**src/rtl/filter_capture.sv**
```systemverilog
// filter_capture: pre/post-trigger capture buffer for the filter output stream.
// Circular history, magnitude trigger, oldest-first valid/ready readout.
module filter_capture #(
  parameter int DW   = 32,
  parameter int AW   = 6,
  parameter int POST = 16,
  parameter int DEC  = 1
) (
  input  logic          clk,
  input  logic          reset,
  input  logic          arm,
  input  logic          abort,
  input  logic [DW-1:0] din,
  input  logic          din_en,
  input  logic [DW-1:0] thresh,
  output logic          busy,
  output logic          triggered,
  output logic          done,
  output logic [DW-1:0] rd_data,
  output logic          rd_valid,
  input  logic          rd_ready,
  output logic          rd_last
);

  localparam int DEPTH = 1 << AW;
  localparam int CW    = (DEC > 1) ? $clog2(DEC) : 1;

  localparam logic [1:0] S_IDLE = 2'd0;
  localparam logic [1:0] S_PRE  = 2'd1;
  localparam logic [1:0] S_POST = 2'd2;
  localparam logic [1:0] S_READ = 2'd3;

  localparam logic [AW:0]   L_DEPTH = (AW+1)'(DEPTH);
  localparam logic [AW:0]   L_LASTN = (AW+1)'(DEPTH-1);
  localparam logic [AW:0]   L_POST  = (AW+1)'(POST);
  localparam logic [AW:0]   L_MINF  = (AW+1)'(DEPTH-POST);
  localparam logic [CW-1:0] L_DECM  = CW'(DEC-1);

  logic [1:0]    r_state;
  logic [AW-1:0] r_wr_ptr;
  logic [AW-1:0] r_rd_ptr;
  logic [AW:0]   r_fill;
  logic [AW:0]   r_post_cnt;
  logic [AW:0]   r_rd_cnt;
  logic [CW-1:0] r_dec_cnt;
  logic          r_trig;
  logic          r_done;
  logic [DW-1:0] r_data;
  logic          r_valid;
  logic          r_last;
  logic [DW-1:0] r_mem [DEPTH];

  logic          w_cap;
  logic          w_acc;
  logic [DW-1:0] w_mag;
  logic          w_trig;
  logic          w_post_end;
  logic          w_to_read;
  logic          w_xfer;
  logic          w_issue;

  assign w_cap = (r_state == S_PRE) || (r_state == S_POST);
  assign w_acc = w_cap && din_en && (r_dec_cnt == '0);
  // Negation of the most negative value wraps to 2**(DW-1) as unsigned.
  assign w_mag = din[DW-1] ? (~din + DW'(1)) : din;
  assign w_trig = (r_state == S_PRE) && w_acc
               && (w_mag >= thresh) && (r_fill >= L_MINF);
  assign w_post_end = (r_state == S_POST) && w_acc
                   && ((r_post_cnt + (AW+1)'(1)) == L_POST);
  assign w_to_read = w_post_end || (w_trig && (POST == 1));
  assign w_xfer = r_valid && rd_ready;
  // Prefetch: refill the output register whenever it is empty or draining.
  assign w_issue = (r_state == S_READ) && (r_rd_cnt != L_DEPTH)
                && (!r_valid || rd_ready);

  assign busy      = (r_state != S_IDLE);
  assign triggered = r_trig;
  assign done      = r_done;
  assign rd_data   = r_data;
  assign rd_valid  = r_valid;
  assign rd_last   = r_last;

  // Sample RAM write port; contents are deliberately not reset.
  always_ff @(posedge clk) begin
    if (w_acc && !abort) r_mem[r_wr_ptr] <= din;
  end

  // Capture/readout state machine with registered RAM read port.
  always_ff @(posedge clk or negedge reset) begin
    if (!reset) begin
      r_state    <= S_IDLE;
      r_wr_ptr   <= '0;
      r_rd_ptr   <= '0;
      r_fill     <= '0;
      r_post_cnt <= '0;
      r_rd_cnt   <= '0;
      r_dec_cnt  <= '0;
      r_trig     <= 1'b0;
      r_done     <= 1'b0;
      r_data     <= '0;
      r_valid    <= 1'b0;
      r_last     <= 1'b0;
    end else begin
      r_done <= 1'b0;
      if (abort) begin
        r_state <= S_IDLE;
        r_valid <= 1'b0;
        r_last  <= 1'b0;
        r_trig  <= 1'b0;
      end else begin
        case (r_state)
          S_IDLE: begin
            if (arm) begin
              r_state   <= S_PRE;
              r_wr_ptr  <= '0;
              r_fill    <= '0;
              r_trig    <= 1'b0;
              r_dec_cnt <= '0;
            end
          end
          S_PRE, S_POST: begin
            if (din_en) begin
              r_dec_cnt <= (r_dec_cnt == L_DECM) ? '0
                         : r_dec_cnt + CW'(1);
            end
            if (w_acc) begin
              r_wr_ptr <= r_wr_ptr + AW'(1);
              if (r_fill != L_DEPTH) r_fill <= r_fill + (AW+1)'(1);
              if (r_state == S_POST) begin
                r_post_cnt <= r_post_cnt + (AW+1)'(1);
              end
            end
            if (w_trig) begin
              r_trig     <= 1'b1;
              r_post_cnt <= (AW+1)'(1);
              r_state    <= S_POST;
            end
            if (w_to_read) begin
              r_state  <= S_READ;
              r_rd_ptr <= r_wr_ptr + AW'(1);
              r_rd_cnt <= '0;
            end
          end
          default: begin
            if (w_issue) begin
              r_data   <= r_mem[r_rd_ptr];
              r_rd_ptr <= r_rd_ptr + AW'(1);
              r_rd_cnt <= r_rd_cnt + (AW+1)'(1);
              r_valid  <= 1'b1;
              r_last   <= (r_rd_cnt == L_LASTN);
            end else if (w_xfer) begin
              r_valid <= 1'b0;
              r_last  <= 1'b0;
              if (r_last) begin
                r_state <= S_IDLE;
                r_done  <= 1'b1;
              end
            end
          end
        endcase
      end
    end
  end

endmodule

```
**config.mk**
```make
export PLATFORM = sky130hd
export DESIGN_NAME = filter_capture
export DESIGN_NICKNAME = d
export VERILOG_FILES = /design/src/rtl/filter_capture.sv
export SDC_FILE = /design/constraint.sdc
export NUM_CORES = 2
export LEC_CHECK = 0
export CORE_MARGIN = 2
export CORE_UTILIZATION = 40
export DETAILED_ROUTE_END_ITERATION = 6
export DONT_BUFFER_PORTS = 1
export HOLD_SLACK_MARGIN = 0.12
export SETUP_SLACK_MARGIN = 0.1
export SLEW_MARGIN = 25
export SYNTH_ARGS = -nofsm -noshare
export SYNTH_HDL_FRONTEND = slang
export SYNTH_SLANG_ARGS = --single-unit
```
**constraint.sdc**
```tcl
create_clock -name clk -period 9.1 [get_ports clk]
set_clock_uncertainty 0.1 [all_clocks]
set_input_delay 1.365 -clock clk [delete_from_list [all_inputs] [get_ports clk]]
set_output_delay 1.365 -clock clk [all_outputs]
set_load 0.01 [all_outputs]
```
==> flow_metrics.py <==
metrics = {
    "logic_synthesis": {
        "synth_cell_types": 66,
        "synth-seq-area-share_pct": 76.3,
        "syn_area_mm2": 0.0829,
        "ys_ff_latch": 2119,
        "synth_edf_count": 2048,
        "syn_area_per_cell_um2": 22.0,
        "synthFlopType": "edfxtp_1",
        "synthCells": 3775,
        "syn_nets": 3891,
        "synthArstFlopShare_pct": 3.35,
        "synth_warnings": 0,
    },
    "critical_path": {
        "reg2reg_depth": 9,
        "worst_r2r_endpoint": "r_mem[46][7]$_DFFE_PP_",
        "critPathRequiredTime_ns": 9.46,
        "startpoint_type": "register",
        "worstSetupStartpoint": "r_state[0]$_DFFE_PN0P_",
        "endpoint_kind": "register",
        "critPathArrivalTime_ns": 5.63,
        "rrSetupSlack_ns": 3.84,
        "path_class": "register to register",
        "reg2reg_from": "r_state[0]$_DFFE_PN0P_",
        "path_max_fanout": 29,
    },
    "detailed_routing": {
        "drc": 0,
        "via_per_inst": 5.95,
        "wl_per_cell_um": 32.6,
        "drtIter0Drc": 4675,
        "drt_pass1_iterations": 5,
        "vias": 40113,
        "antenna_left": 0,
        "routed_wirelength_um": 220000,
    },
    "floorplan": {
        "die_area_mm2": 0.211,
        "rows": 167,
        "die_height_um": 459,
        "start_util_pct": 40.1,
        "ios": 107,
        "core_area_mm2": 0.207,
        "die_x_um": 459,
    },
    "timing": {
        "fin_tns_setup_ns": 0,
        "slew_headroom_pct": 23.4,
        "finalCriticalPeriod_ns": 5.26,
        "drv_slew": 0,
        "fin_crit_sh_pct": 57.8,
        "max_freq_mhz": 190,
        "worst_slew_pin_slew_ns": 1.12,
        "hold_viol_final": 0,
        "grt_setup_unrepaired": "false",
        "hold_ws_ns": 0.354,
        "setup_violations": 0,
    },
    "grt": {
        "grt_antenna_before_repair": 12,
        "grt.total_usage_pct": 20.7,
        "grt_pass1_wl_um": 308000,
        "grt_pass1_vias": 39879,
        "grt_start_max_net_pins": 132,
        "grt-ovfl-total": 0,
    },
    "status": {
        "status": "finished clean",
    },
    "power_and_ir_drop": {
        "pwr_density_cell_mw_per_mm2": 207,
        "ir_drop_mv": 0.203,
        "p_leak_nw": 27.7,
    },
    "cts": {
        "path_clk_slew_ns": 0.06,
        "cts_buffers": 206,
        "cts_sinks": 2119,
        "clk_path_buf_depth": 3,
        "cts_tree": "yes",
        "clock_latency_ns": 0.84,
        "cts_resized": 0,
        "cts_htree_levels": 4,
        "cts_root_buffer": "clkbuf_16",
    },
    "final_layout": {
        "final_cell_mix": "edfxtp_1, mux4_2, clkbuf_16",
        "fin_util_pct": 45.2,
        "final_nets": 3989,
        "area_growth_pct": 12.6,
        "final_common_cell": "edfxtp_1",
        "fill_cells": 17037,
        "stdcell_count": 6742,
        "drive_gt1_share_pct": 26.2,
    },
    "place": {
        "placed_cells": 6368,
        "gp_congestion": 0.790,
        "port_buffers": 0,
        "hpwlAfterDp_um": 110000,
    },
    "worst_hold_path": {
        "hold_path.class": "input port to asynchronous set/reset pin",
    },
    "run": {
        "maxCapViolations": 0,
    },
}
-- synthesized netlist by cell type (3+ instances only) --
library cell | instances | area [um2]
mux4_2 | 576 | 13000
nand2b_1 | 7 | 43.8
a211oi_1 | 64 | 480
a32oi_1 | 32 | 280
inv_1 | 52 | 195
buf_2 | 58 | 290
ha_1 | 46 | 576
buf_1 | 31 | 116
or2_2 | 5 | 31.3
mux2i_1 | 101 | 1010
or3_1 | 6 | 37.5
dfrtp_1 | 71 | 1780
clkbuf_1 | 114 | 428
nor2_1 | 91 | 342
or3_4 | 5 | 56.3
xnor2_1 | 30 | 263
nor3_1 | 20 | 100
o21ai_1 | 5 | 25.0
a21oi_1 | 99 | 495
nand3_1 | 19 | 95.1
a22o_1 | 4 | 35.0
edfxtp_1 | 2048 | 61500
a21o_1 | 4 | 30.0
nand2_1 | 70 | 263
nor2b_1 | 69 | 432
and4_1 | 4 | 35.0
nand3b_1 | 3 | 22.5
o221ai_1 | 3 | 26.3
o41ai_1 | 4 | 35.0
o21ai_0 | 45 | 225
nand4_1 | 6 | 37.5
o31ai_1 | 39 | 293
-- state kept, by name (all words and copies together) (netlist names) --
signal	cells
r_wr_ptr	6
r_fill	7
r_state	2
r_mem	2048
r_rd_ptr	6
done	1
rd_last	1
rd_valid	1
triggered	1
r_rd_cnt	7
r_post_cnt	7
rd_data	32
-- how the worst max path moves through the flow --
stage,end,depth (start not counted)
after global routing,r_mem[46][7]$_DFFE_PP_,9
after CTS,r_mem[46][26]$_DFFE_PP_,9
final,r_mem[46][7]$_DFFE_PP_,9
after detailed placement,r_state[0]$_DFFE_PN0P_,15
after global placement,r_state[0]$_DFFE_PN0P_,15
after floorplan,r_post_cnt[1]$_DFFE_PN0P_,16
-- routing by layer --
| metal | GRT usage (%) | vias up | wire [um] |
|---|---|---|---|
| li1 | - | 16125 | - |
| met1 | 28.5 | 22045 | 89000 |
| met2 | 34.2 | 1672 | 109000 |
| met3 | 3.64 | 271 | 16200 |
| met4 | 5.73 | 0 | 5780 |
| met5 | 0 | - | 0 |
-- per-stage QoR --
step	cell area, um2	setup slack, ns	total power, mW
floorplan	82900	4.23	11.2
global placement	86800	3.14	11.3
detailed placement	86800	3.10	11.3
CTS	93300	3.79	19.5
global route	93400	3.50	19.9
finish	93400	3.84	19.3
-- timing repair --
| item | in CTS | in global routing |
|---|---|---|
| setup endpoints to repair | 0 | 0 |
| hold buffers | 1 | 0 |
| buffers inserted | 0 | 0 |
| endpoints found under the hold margin | 71 | 0 |
-- area by class of cell --
type                       count  area (um2)  area share, %
sequential                  2119       63300           67.8
multi-input combinational   1401       19200           20.5
clock buffer                 257        5410           5.79
tap                         2704        3380           3.62
clock inverter               111        1070           1.15
timing repair buffer          93         818          0.877
inverter                      52         195          0.209
antenna                        5        12.5         0.0134
-- critical path, stage by stage, from the launching register on --
cell,delay [ns]
dfrtp_1,0.41
inv_1,0.10
ha_1,0.89
inv_1,0.34
nor2_1,0.56
nand2_1,0.13
nor2_1,0.20
nand3_1,0.66
nor2_4,0.90
buf_4,0.56
-- report_power, final --
group          total, mW  internal [mW]  leakage (nW)  switching, mW
clock               8.25           4.62          3.17           3.64
combinational      0.311          0.112          5.19          0.198
sequential          10.8           10.7          19.4         0.0361
-- cells by family after synthesis --
family	count (synthesis)	share of synthesized area (%)
AOI/OAI and AO/OA	320	2.56
adders and majority gates	46	0.694
DFF	2119	76.3
xor gates and xnor gates	31	0.327
muxes	678	16.9
and+or+nand+nor	326	2.02
buffers and inverters	255	1.24
Note: power is estimated with default switching activity, not from simulation.
